$ cat config.mk
export PLATFORM = sky130hd
export DESIGN_NAME = grf_wb_queue
export DESIGN_NICKNAME = d
export VERILOG_FILES = /design/src/rtl/grf_pkg.sv /design/src/rtl/grf_wb_lookup.sv /design/src/rtl/grf_wb_queue.sv
export SDC_FILE = /design/constraint.sdc
export NUM_CORES = 1
export LEC_CHECK = 0
export CAP_MARGIN = 20
export CORE_MARGIN = 5
export CORE_UTILIZATION = 37
export DETAILED_ROUTE_END_ITERATION = 10
export HOLD_SLACK_MARGIN = 0.12
export PLACE_DENSITY = 0.58
export SLEW_MARGIN = 5
export SYNTH_ARGS = -nofsm -noshare
export SYNTH_HDL_FRONTEND = slang
export SYNTH_SLANG_ARGS = --single-unit
$ cat constraint.sdc
create_clock -name clk -period 15.3 [get_ports clk]
set_clock_uncertainty 0.1 [all_clocks]
set_input_delay 2.295 -clock clk [delete_from_list [all_inputs] [get_ports clk]]
set_output_delay 2.295 -clock clk [all_outputs]
set_load 0.02 [all_outputs]
$ cat src/rtl/grf_pkg.sv
// Shared GRF constants and the write-back entry layout.
// Used by grf_wb_queue and grf_wb_lookup.
package grf_pkg;

    localparam int REG_ADDR_W = 5;
    localparam int REG_DATA_W = 32;
    localparam logic [4:0] REG_ZERO = 5'd0;

    typedef struct packed {
        logic [31:0] pc;
        logic [4:0]  addr;
        logic [31:0] data;
    } wb_entry_t;

endpackage

$ cat src/rtl/grf_wb_lookup.sv
// Youngest-first match of one read address against the
// pending write-back entries.
module grf_wb_lookup
    import grf_pkg::*;
#(
    parameter int DEPTH  = 4,
    parameter int DATA_W = REG_DATA_W,
    parameter int ADDR_W = REG_ADDR_W
) (
    input  logic [DEPTH-1:0]        i_vld,
    input  logic [DEPTH*ADDR_W-1:0] i_addr,
    input  logic [DEPTH*DATA_W-1:0] i_data,
    input  logic [$clog2(DEPTH)-1:0] i_tail,
    input  logic [ADDR_W-1:0]       i_rd_addr,
    output logic                    o_hit,
    output logic [DATA_W-1:0]       o_data
);

    localparam int PW = $clog2(DEPTH);

    logic [PW-1:0] w_idx;
    logic          w_rd_nz;

    assign w_rd_nz = (i_rd_addr != ADDR_W'(REG_ZERO));

    // Walk back from the slot just behind the tail; first hit wins.
    always_comb begin
        o_hit  = 1'b0;
        o_data = '0;
        w_idx  = '0;
        for (int k = 1; k <= DEPTH; k++) begin
            w_idx = i_tail - PW'(k);
            if (!o_hit && w_rd_nz && i_vld[w_idx] &&
                i_addr[w_idx*ADDR_W +: ADDR_W] == i_rd_addr) begin
                o_hit  = 1'b1;
                o_data = i_data[w_idx*DATA_W +: DATA_W];
            end
        end
    end

endmodule

$ cat src/rtl/grf_wb_queue.sv
// In-order write-back queue in front of the GRF write port.
// Define GRF_WB_TRACE_EN to print each retired GRF write.
module grf_wb_queue
    import grf_pkg::*;
#(
    parameter int DEPTH  = 4,
    parameter int DATA_W = REG_DATA_W,
    parameter int ADDR_W = REG_ADDR_W
) (
    input  logic                     clk,
    input  logic                     reset,
    input  logic                     in_valid,
    output logic                     in_ready,
    input  logic [31:0]              in_pc,
    input  logic [ADDR_W-1:0]        in_addr,
    input  logic [DATA_W-1:0]        in_data,
    input  logic                     drain_en,
    output logic                     grf_we,
    output logic [31:0]              grf_pc,
    output logic [ADDR_W-1:0]        grf_a3,
    output logic [DATA_W-1:0]        grf_wd,
    input  logic [ADDR_W-1:0]        rd_a1,
    input  logic [ADDR_W-1:0]        rd_a2,
    output logic                     hit1,
    output logic [DATA_W-1:0]        fwd1,
    output logic                     hit2,
    output logic [DATA_W-1:0]        fwd2,
    output logic [$clog2(DEPTH):0]   count,
    output logic                     empty,
    output logic                     full
);

    localparam int PW = $clog2(DEPTH);
    localparam int CW = PW + 1;

    logic [PW-1:0]           r_wptr;
    logic [PW-1:0]           r_rptr;
    logic [CW-1:0]           r_count;
    logic [DEPTH-1:0]        r_vld;
    logic [31:0]             r_pc [DEPTH];
    logic [DEPTH*ADDR_W-1:0] r_addr;
    logic [DEPTH*DATA_W-1:0] r_data;

    logic w_push;
    logic w_pop;

    assign empty    = (r_count == '0);
    assign full     = (r_count == CW'(DEPTH));
    assign count    = r_count;
    assign in_ready = !full;

    // $0 writes complete the handshake but are dropped here.
    assign w_push = in_valid && in_ready &&
                    (in_addr != ADDR_W'(REG_ZERO));
    assign w_pop  = grf_we;

    // A reset cycle must not leak a write into the GRF.
    assign grf_we = !empty && drain_en && !reset;
    assign grf_pc = grf_we ? r_pc[r_rptr] : '0;
    assign grf_a3 = grf_we ? r_addr[r_rptr*ADDR_W +: ADDR_W] : '0;
    assign grf_wd = grf_we ? r_data[r_rptr*DATA_W +: DATA_W] : '0;

    // Queue state: tail write on push, head release on pop.
    always_ff @(posedge clk) begin
        if (reset) begin
            r_wptr  <= '0;
            r_rptr  <= '0;
            r_count <= '0;
            r_vld   <= '0;
        end else begin
            if (w_push) begin
                r_pc[r_wptr]                   <= in_pc;
                r_addr[r_wptr*ADDR_W +: ADDR_W] <= in_addr;
                r_data[r_wptr*DATA_W +: DATA_W] <= in_data;
                r_vld[r_wptr]                  <= 1'b1;
                r_wptr                         <= r_wptr + PW'(1);
            end
            if (w_pop) begin
                r_vld[r_rptr] <= 1'b0;
                r_rptr        <= r_rptr + PW'(1);
            end
            if (w_push && !w_pop)
                r_count <= r_count + CW'(1);
            else if (!w_push && w_pop)
                r_count <= r_count - CW'(1);
        end
    end

    grf_wb_lookup #(
        .DEPTH (DEPTH),
        .DATA_W(DATA_W),
        .ADDR_W(ADDR_W)
    ) u_lk1 (
        .i_vld    (r_vld),
        .i_addr   (r_addr),
        .i_data   (r_data),
        .i_tail   (r_wptr),
        .i_rd_addr(rd_a1),
        .o_hit    (hit1),
        .o_data   (fwd1)
    );

    grf_wb_lookup #(
        .DEPTH (DEPTH),
        .DATA_W(DATA_W),
        .ADDR_W(ADDR_W)
    ) u_lk2 (
        .i_vld    (r_vld),
        .i_addr   (r_addr),
        .i_data   (r_data),
        .i_tail   (r_wptr),
        .i_rd_addr(rd_a2),
        .o_hit    (hit2),
        .o_data   (fwd2)
    );

`ifdef GRF_WB_TRACE_EN
    // Trace every write the GRF commits on this edge.
    always_ff @(posedge clk) begin
        if (grf_we)
            $display("@%h: $%0d <= %h", grf_pc, grf_a3, grf_wd);
    end
`endif

endmodule

==> results of run 1 <==
==> power breakdown <==
part | switching [W] | internal, W | total, W
clock network | 0.000340 | 0.000482 | 0.000822
logic | 0.000653 | 0.000622 | 0.00127
registers | 0.0000634 | 0.000949 | 0.00101
total | 0.00106 | 0.00205 | 0.00311
==> metrics by stage <==
step                total power [W]   util
floorplan                   0.00192      -
global placement            0.00229  0.432
detailed placement          0.00230  0.432
CTS                         0.00314  0.455
global route                0.00327  0.456
finish                      0.00311  0.456
==> cell families (layout without fill, tap and decap cells) <==
family	count (synthesis)	after routing	share of synthesized area
other	0	1	0
buffers and inverters	160	355	0.0371
AOI/OAI and AO/OA	209	209	0.0730
xor gates and xnor gates	36	36	0.0173
muxes	235	235	0.279
and+or+nand+nor	370	370	0.116
adders and majority gates	14	14	0.0100
DFF	289	289	0.468
==> cells in the final DEF (no fill, tap or decap), drive strengths merged, types with 5 or more instances in the layout <==
master,instances
clkinv,17
o22ai,83
nand4,7
nand2,41
dfxtp,13
inv,41
or3,5
nor3,5
mux4,218
nand2b,5
edfxtp,276
xor2,6
o31ai,11
and3,7
buf,28
a21oi,33
clkbuf,38
mux2,7
xnor2,30
a211oi,5
clkdlybuf4s50,224
nor2,42
ha,13
mux2i,10
a31oi,33
and2,237
o21ai,30
==> worst max path at each step <==
stage,start,to,slack (ps),cells past startpoint
final,r_wptr[0],fwd2[25],5640,11
after detailed placement,r_wptr[0],fwd2[29],5570,11
after global placement,r_wptr[0],fwd2[18],5680,11
after global routing,r_wptr[0],fwd2[26],5340,11
after CTS,r_wptr[0],fwd2[29],4960,11
after floorplan,r_wptr[1],fwd1[17],8220,17
==> metal layers <==
| metal | wire length [µm] | vias to the layer above |
|---|---|---|
| met5 | 91 | - |
| met4 | 1700 | 14 |
| met3 | 4810 | 117 |
| met2 | 26900 | 578 |
| met1 | 21700 | 6570 |
| li1 | - | 5538 |
==> worst max-delay path, stage by stage, from the launching register on <==
cell,delay (ps)
dfxtp_4,620
clkinv_1,540
ha_4,750
buf_4,830
mux4_2,390
inv_1,50
a22o_1,210
or4_2,1190
a21bo_2,1060
o22ai_1,200
o22ai_1,190
clkdlybuf4s50_1,640
==> synth_stat cells, types with 5 or more instances <==
library cell | number | share of area
mux2_2 | 7 | 0.0043
or3_1 | 5 | 0.0017
dfxtp_1 | 13 | 0.014
a21oi_1 | 33 | 0.0090
o22ai_1 | 83 | 0.028
nand2_1 | 41 | 0.0084
buf_2 | 37 | 0.010
and3_1 | 7 | 0.0024
mux2i_1 | 10 | 0.0055
nand2b_1 | 5 | 0.0017
nor2_1 | 42 | 0.0086
o21ai_1 | 21 | 0.0058
nor3_1 | 5 | 0.0014
buf_1 | 10 | 0.0021
nand4_1 | 7 | 0.0024
clkbuf_1 | 66 | 0.014
a211oi_1 | 5 | 0.0021
ha_1 | 13 | 0.0089
a31oi_1 | 33 | 0.011
edfxtp_1 | 276 | 0.45
o31ai_2 | 8 | 0.0055
xor2_1 | 6 | 0.0029
inv_1 | 40 | 0.0082
xnor2_1 | 30 | 0.014
o21ai_0 | 7 | 0.0019
mux4_2 | 218 | 0.27
and2_1 | 237 | 0.081
==> state kept, by name, indices dropped and copies added (netlist names), named ones only <==
| register | count |
|---|---|
| r_rptr | 2 |
| r_pc | 128 |
| r_wptr | 2 |
| r_data | 128 |
| r_addr | 20 |
| count | 3 |
| r_vld | 4 |
==> final cells by class <==
class                   count  share of cell area
multi-input cells         864               0.409
flip-flops and latches    289               0.384
repair buffers            252               0.112
clock buffers              38              0.0389
well taps                 664              0.0373
clock inverters            24              0.0121
inverters                  41             0.00691
diodes                      1            0.000112
==> results.txt, run 1 <==
Post-synth EDFFs: 276
First-pass GRT wire length: 82700 µm
RSZ-0062 raised after global routing: no
Worst hold slack: 412 ps
Setup violators final: 0
Hpwl dp: 33400 µm
Post-route cell area: 22300 µm²
Max Cap Violations: 0
HP Start: r_rptr[1]
Fmax: 104 MHz
Vias: 12800
Fin crit share: 0.631
Register area share after synthesis: 0.468
CTS max path bufs: 3
Met1 Use GR: 0.256
GRT Util Overall: 0.200
Die Y: 232 µm
Placer congestion estimate: 0.858
WHS Endpoint: r_rptr[1]
I/O Pins: 225
Worst Path Arrival: 7260 ps
Crit start category: flop
Required time of the critical path: 12900 ps
Placed instance count: 2108
Vias in the first global route: 13100
Met2 GRT Util: 0.329
Setup TNS: 0 ps
Final worst slack: 5640 ps
TritonCTS clock tree: done
Final hold viol count: 0
Nets: 1579
Crit end category: output port
Core area: 48800 µm²
Hold_buf cts: 0
Unique cell type count in the Yosys netlist: 52
Avg Inst Size Synth: 13.9 µm²
Peak VDD IR: 101 µV
Placement Cell Area: 21100 µm²
GRT busiest layer: met2
Filler cell count in the final layout: 4410
Worst reg-to-reg path cell count: 6
Die Area: 53900 µm²
Iter 0 DRT Violations: 959
Measured slew at the worst slew-check pin: 1150 ps
Wirelength per Cell: 25.4 µm
WS Path Type: flop to output port
Yosys reg bits: 289
Status: finished clean
Worst min path class: flop to flop
Mapped Cells: 1313
PwrDens: 140 nW/µm²
RR Startpoint: r_wptr[0]
Rows: 81
Clock H-tree levels: 2
Largest net degree at the start of global routing: 71
Congestion Overflow GR: 0
Multi-input logic area: 9110 µm²
Fin cells: 2173
Num CTS Buffers: 34
Slew Viols, Final: 0
Port Buf Inserts: 224
Die width: 232 µm
Min-Delay Path Depth: 2
# DRC: 0
Crit Path Max Fanout: 64
TritonRoute pass-1 iters: 5
R2R Path End: r_data[40]
Post-cts gate resize count: 0
CTS Sinks: 289
DR vias/cell: 5.90
Ys flop type: edfxtp_1
Layout cell share with drive strength beyond 1: 0.225
Post-placement setup slack: 5570 ps
Postcts setup bufs: 0
Max-slew headroom: 0.233
Synthesis-to-layout area growth: 22.0%
Worst-Skew Late Latency: 550 ps
Synthesis Warnings: 0
CTS clock-pin slew for the worst setup and hold paths: 60 ps
Setup slack, reg-to-reg: 11120 ps
CTS root buf: clkbuf_16
Register area: 8560 µm²
Post-layout min period: 9660 ps
Final WL: 55200 µm
Routed Antenna Nets: 0
Initial antenna violation count: 8
Synth async-reset ratio: 0
GR Util met3: 0.0599
Syn_nets: 1410
Post-Synthesis Cell Area: 18300 µm²
Starting density of the core: 0.374
LEAKAGE: 7.06 nW
Power figures use the tool's default switching activity.
==> inputs of run 2 (changes only) <==
--- a/config.mk
+++ b/config.mk
@@ -10,7 +10,7 @@
 export CORE_UTILIZATION = 37
 export DETAILED_ROUTE_END_ITERATION = 10
 export HOLD_SLACK_MARGIN = 0.12
-export PLACE_DENSITY = 0.58
+export PLACE_DENSITY = 0.6
 export SLEW_MARGIN = 5
 export SYNTH_ARGS = -nofsm -noshare
 export SYNTH_HDL_FRONTEND = slang
==> constraint.sdc (replaced) <==
create_clock -name clk -period 7.9 [get_ports clk]
set_clock_uncertainty 0.1 [all_clocks]
set_input_delay 1.185 -clock clk [delete_from_list [all_inputs] [get_ports clk]]
set_output_delay 1.185 -clock clk [all_outputs]
set_load 0.02 [all_outputs]
==> run 2 against run 1 <==
  * Count of clock-buffer cells in the layout rose by 6
  * Non-clock buffer count fell by 4
  * Combinational power rose by 95%
  * Cell count fell by 0.14%
  * Total power rose by 94%
==> results.txt, run 2 (synthesis gave the netlist of run 1 again) <==
Post-route cell area: 22300 µm²
Post-layout min period: 6790 ps
Commonest non-fill, non-tap cell in the layout: edfxtp_1
Filler cell count in the final layout: 4411
Final hold viol count: 0
Required time of the critical path: 6610 ps
Clock H-tree levels: 2
Clock power share: 0.266
Placement Cell Area: 21100 µm²
Worst min path class: flop to flop
Peak VDD IR: 189 µV
Rows: 81
Worst-Skew Late Latency: 540 ps
Die Y: 232 µm
Comb pwr share: 0.411
WS Path Type: flop to output port
Wirelength per Cell: 25.0 µm
Crit-path slowest cell: or4_2
Hpwl dp: 34700 µm
Most frequent cells in the layout: 276 x edfxtp_1, 229 x and2_1, 224 x clkdlybuf4s50_1
CTS max path bufs: 3
Setup violators final: 0
LEAKAGE: 7.04 nW
Port Buf Inserts: 224
Setup slack, reg-to-reg: 3930 ps
Vias: 12900
Synthesis-to-layout area growth: 21.9%
Max-slew headroom: 0.271
Crit end category: output port
Nets: 1575
Pwr Total: 0.00603 W
Crit start category: flop
RSZ-0062 raised after global routing: no
GRT Util Overall: 0.197
TritonCTS clock tree: done
Largest registers: r_data: 128 flops, r_pc: 128 flops, r_addr: 20 flops
Sw Pwr: 0.00205 W
CTS Sinks: 289
CTS root buf: clkbuf_16
Iter 0 DRT Violations: 1044
Routed Antenna Nets: 0
TritonRoute pass-1 iters: 7
Worst hold slack: 419 ps
Layout cell share with drive strength beyond 1: 0.224
Status: finished clean
Power share of the sequential group: 0.322
Starting density of the core: 0.374
Fin crit share: 0.859
I/O Pins: 225
Die Area: 53900 µm²
Congestion Overflow GR: 0
CP most frequent cell: o22ai_1
Largest net degree at the start of global routing: 125
PwrDens: 271 nW/µm²
Core area: 48800 µm²
DR vias/cell: 5.93
Crit Path Max Fanout: 31
Slew Viols, Final: 0
Initial antenna violation count: 4
Worst path cell trace: inv_1 > ha_4 > mux2_2 > nand3b_1 > o311ai_0 > or4_2 > a21bo_2 > o22ai_1 > o22ai_1 > clkdlybuf4s50_1
Final WL: 54200 µm
Fin util: 0.456
Die width: 232 µm
CTS clock-pin slew for the worst setup and hold paths: 60 ps
Worst stage delay on the critical path: 940 ps
Max Cap Violations: 0
Measured slew at the worst slew-check pin: 1090 ps
Num CTS Buffers: 34
Pint: 0.00399 W
Worst Path Arrival: 5500 ps
Vias in the first global route: 13000
Postcts setup bufs: 0
Fmax: 147 MHz
Setup TNS: 0 ps
# DRC: 0
Post-cts gate resize count: 0
Placer congestion estimate: 0.853
Hold_buf cts: 0
First-pass GRT wire length: 81700 µm
Switching Fraction: 0.339
-- run 2: through the flow --
step / instances / worst slack [ps]
2_1_floorplan: 1313 / 1930
3_3_place_gp: 2105 / 1400
3_5_place_dp: 2105 / 1380
4_1_cts: 2167 / 1130
5_1_grt: 2168 / 946
6_report: 2170 / 1110
-- run 2: worst max-delay path: cells and delay by family (launching register included) --
family | cells | cell delay [ps]
multiplexers | 1 | 430
AO/OA/AOI/OAI | 4 | 1510
flip-flops | 1 | 500
AND/OR/NAND/NOR | 2 | 1030
buffers and inverters | 2 | 850
adder cells (fa/ha/maj) | 1 | 560
-- run 2: area by class of cell --
type                            count  area (µm²)  area share
Clock buffer                       44         908      0.0408
Inverter                           41         154     0.00691
Tap cell                          664         831      0.0373
Clock inverter                     18         238      0.0107
Multi-Input combinational cell    864        9120       0.410
Sequential cell                   289        8560       0.384
Timing Repair Buffer              248        2450       0.110
Antenna cell                        2        5.00    0.000225
-- run 2: metal layers --
layer  wire length (µm)  up-vias  GRT usage
li1                   -     5539          -
met1              21700     6625      0.257
met2              26100      579      0.320
met3               4700      116     0.0572
met4               1730        6     0.0624
met5                 40        -          0
-- run 2: path summary, 6_finish.rpt --
kind | startpoint | endpoint | cells past startpoint
min | count[2] | count[2] | 2
max | r_wptr[1] | fwd2[25] | 10
max reg2reg | r_wptr[1] | r_data[34] | 6
min reg2reg | count[2] | count[2] | 2
-- run 2: power by group through the flow --
stage	Combinational, W	Sequential [W]	Clock [W]
detailed placement	0.00250	0.00197	0
global placement	0.00249	0.00197	0
CTS	0.00251	0.00194	0.00164
global route	0.00267	0.00196	0.00171
floorplan	0.00177	0.00194	0
finish	0.00248	0.00194	0.00161
==> inputs of run 3 (changes only) <==
--- a/config.mk
+++ b/config.mk
@@ -5,13 +5,15 @@
 export SDC_FILE = /design/constraint.sdc
 export NUM_CORES = 1
 export LEC_CHECK = 0
+export ABC_CLOCK_PERIOD_IN_PS = 7900
 export CAP_MARGIN = 20
 export CORE_MARGIN = 5
 export CORE_UTILIZATION = 37
 export DETAILED_ROUTE_END_ITERATION = 10
 export HOLD_SLACK_MARGIN = 0.12
-export PLACE_DENSITY = 0.6
+export PLACE_DENSITY = 0.59
 export SLEW_MARGIN = 5
 export SYNTH_ARGS = -nofsm -noshare
 export SYNTH_HDL_FRONTEND = slang
+export SYNTH_HIERARCHICAL = 1
 export SYNTH_SLANG_ARGS = --single-unit
==> run 3 against run 2 <==
  * First-iteration DRC count grew 63%
  * Cell count grew 31%
  * Sequential share of layout area fell by 4.7 points
  * Sequential cell count did not move
  * Critical endpoint is now fwd2[4]
  * Largest power group unchanged
==> results.txt, run 3 <==
Peak VDD IR: 192 µV
Register area share after synthesis: 0.400
Fin cells: 2832
Worst Path Arrival: 5730 ps
Synth async-reset ratio: 0
R2R Path End: r_data[86]
Crit start category: input pin
LEAKAGE: 8.36 nW
Crit end category: output port
Multi-input logic area: 11600 µm²
WHS Endpoint: count[2]
Iter 0 DRT Violations: 1706
Die width: 250 µm
Routed Antenna Nets: 0
Rows: 88
Post-cts gate resize count: 0
Clock H-tree levels: 2
RR Startpoint: r_wptr[0]
Register area: 8560 µm²
Worst path cell trace: clkdlybuf4s50_1 > or4_1 > nor2_1 > a2111oi_4 > buf_4 > o211ai_4 > buf_4 > and4_2 > buf_4 > a222oi_1 > o211ai_1 > clkdlybuf4s50_1
Worst min path class: flop to flop
Synthesis-to-layout area growth: 18.7%
Synthesis Warnings: 6
Starting density of the core: 0.372
CTS Sinks: 289
Placed instance count: 2768
Max-slew headroom: 0.199
Top post-synthesis cells by count: 276 x edfxtp_1, 216 x and2_1, 204 x mux2i_1, 128 x mux2_2, 119 x inv_1
Status: finished clean
CTS root buf: clkbuf_16
Max Cap Violations: 0
I/O Pins: 225
Worst reg-to-reg path cell count: 6
Worst-Skew Late Latency: 560 ps
Placer congestion estimate: 0.834
Measured slew at the worst slew-check pin: 1200 ps
Vias in the first global route: 16800
Commonest non-fill, non-tap cell in the layout: edfxtp_1
Fin util: 0.441
Unique cell type count in the Yosys netlist: 58
Worst stage delay on the critical path: 690 ps
Post-synth EDFFs: 276
Vias: 16800
Syn_nets: 2008
Postcts setup bufs: 0
Num CTS Buffers: 35
Nets: 2137
Final WL: 68600 µm
Congestion Overflow GR: 0
Final hold viol count: 0
Yosys reg bits: 289
Ys flop type: edfxtp_1
Required time of the critical path: 6610 ps
Min-Delay Path Depth: 2
WS Path Type: input pin to output port
# DRC: 0
HP Start: count[2]
Port Buf Inserts: 224
Post-layout min period: 7020 ps
PwrDens: 224 nW/µm²
Avg Inst Size Synth: 11.2 µm²
TritonRoute pass-1 iters: 7
Hpwl dp: 41600 µm
Layout cell share with drive strength beyond 1: 0.173
Setup TNS: 0 ps
CP most frequent cell: buf_4
Die Area: 62700 µm²
Yosys top cell area share: 0.388
Mapped Cells: 1911
Leading area contributor after synthesis: edfxtp_1
TritonCTS clock tree: done
CTS clock-pin slew for the worst setup and hold paths: 60 ps
Top-count cell post-synth: edfxtp_1
Slew Viols, Final: 0
Initial antenna violation count: 4
Largest cells by area after synthesis: edfxtp_1 39%, mux2i_1 9.6%, mux4_2 8.7%
DR vias/cell: 5.92
Core area: 57500 µm²
Setup violators final: 0
Fmax: 142 MHz
Crit-path slowest cell: clkdlybuf4s50_1
Largest registers: r_data: 128 flops, r_pc: 128 flops, r_addr: 20 flops
Largest net degree at the start of global routing: 286
Post-Synthesis Cell Area: 21400 µm²
RSZ-0062 raised after global routing: no
Filler cell count in the final layout: 5375
Wirelength per Cell: 24.2 µm
Most frequent cells in the layout: 276 x edfxtp_1, 224 x clkdlybuf4s50_1, 216 x and2_1
Fin crit share: 0.888
Crit Path Max Fanout: 36
Die Y: 250 µm
Hold_buf cts: 0
CTS max path bufs: 3
GRT Util Overall: 0.209
Setup slack, reg-to-reg: 4160 ps
First-pass GRT wire length: 103000 µm
==> run 3: changes by cell type in the layout (fill, tap and decap cells not counted), moves of 29 or more <==
| cell | delta |
|---|---|
| a222oi_1 | +56 |
| a22oi_1 | +30 |
| a31oi_1 | -29 |
| a32oi_1 | +30 |
| inv_1 | +79 |
| mux2_2 | +121 |
| mux2i_1 | +194 |
| mux4_2 | -135 |
| nand2_1 | +32 |
| nand3_1 | +33 |
| o2111ai_1 | +36 |
| o211ai_1 | +60 |
| o21ai_0 | +74 |
| o22ai_1 | -83 |
==> run 3: cell families (layout without fill, tap and decap cells) <==
family | Yosys count | in the layout | synth area share
AOI/OAI and AO/OA | 368 | 368 | 0.136
xor gates and xnor gates | 40 | 40 | 0.0164
adders and majority gates | 14 | 14 | 0.00855
buffers and inverters | 300 | 455 | 0.0617
DFF | 289 | 289 | 0.400
muxes | 416 | 416 | 0.251
other | 0 | 1 | 0
and+or+nand+nor | 484 | 484 | 0.126
==> run 3: layout make-up <==
type                            instances  share of cell area
Clock buffer                           42              0.0360
Inverter                              120              0.0179
Clock inverter                         21             0.00893
Tap cell                              765              0.0377
Timing Repair Buffer                  272               0.105
Sequential cell                       289               0.338
Antenna cell                            1           0.0000986
Multi-Input combinational cell       1322               0.457
==> run 3: routing by layer <==
metal  routed length [µm]  global-route usage  vias to the layer above
li1                     -                   -                     7612
met2                33300               0.350                      704
met4                 1730              0.0627                        2
met1                28200               0.274                     8326
met3                 5350              0.0429                      116
met5                   13                   0                        -
==> run 3: critical path, delay by kind of cell <==
| kind | cells | cell delay, ps |
|---|---|---|
| AOI/OAI and AO/OA | 4 | 650 |
| buffers and inverters | 5 | 2310 |
| and+or+nand+nor | 3 | 1570 |
==> run 3: worst max-delay path by stage <==
stage / startpoint / end / slack, ps / cells after the start
floorplan: in_addr[2] / r_addr[0] / 3090 / 3
global placement: rd_a2[2] / fwd2[4] / 1030 / 12
detailed placement: rd_a2[2] / fwd2[4] / 970 / 12
CTS: rd_a2[2] / fwd2[4] / 950 / 12
global route: rd_a2[2] / fwd2[4] / 730 / 12
finish: rd_a2[2] / fwd2[4] / 880 / 12
==> run 3: report_power, final <==
part / total, W / internal [W] / switching [W]
Sequential: 0.00202 / 0.00182 / 0.000197
Clock: 0.00161 / 0.000934 / 0.000675
Combinational: 0.00206 / 0.000918 / 0.00114
Total: 0.00569 / 0.00367 / 0.00202
==> run 3: per-stage QoR <==
step	hold slack, ps	total power [W]	setup slack, ps	area, µm²
global placement	458	0.00407	1030	24200
detailed placement	474	0.00411	967	24200
global route	534	0.00597	726	25400
finish	485	0.00569	881	25400
floorplan	415	0.00343	3090	21400
CTS	487	0.00573	945	25400
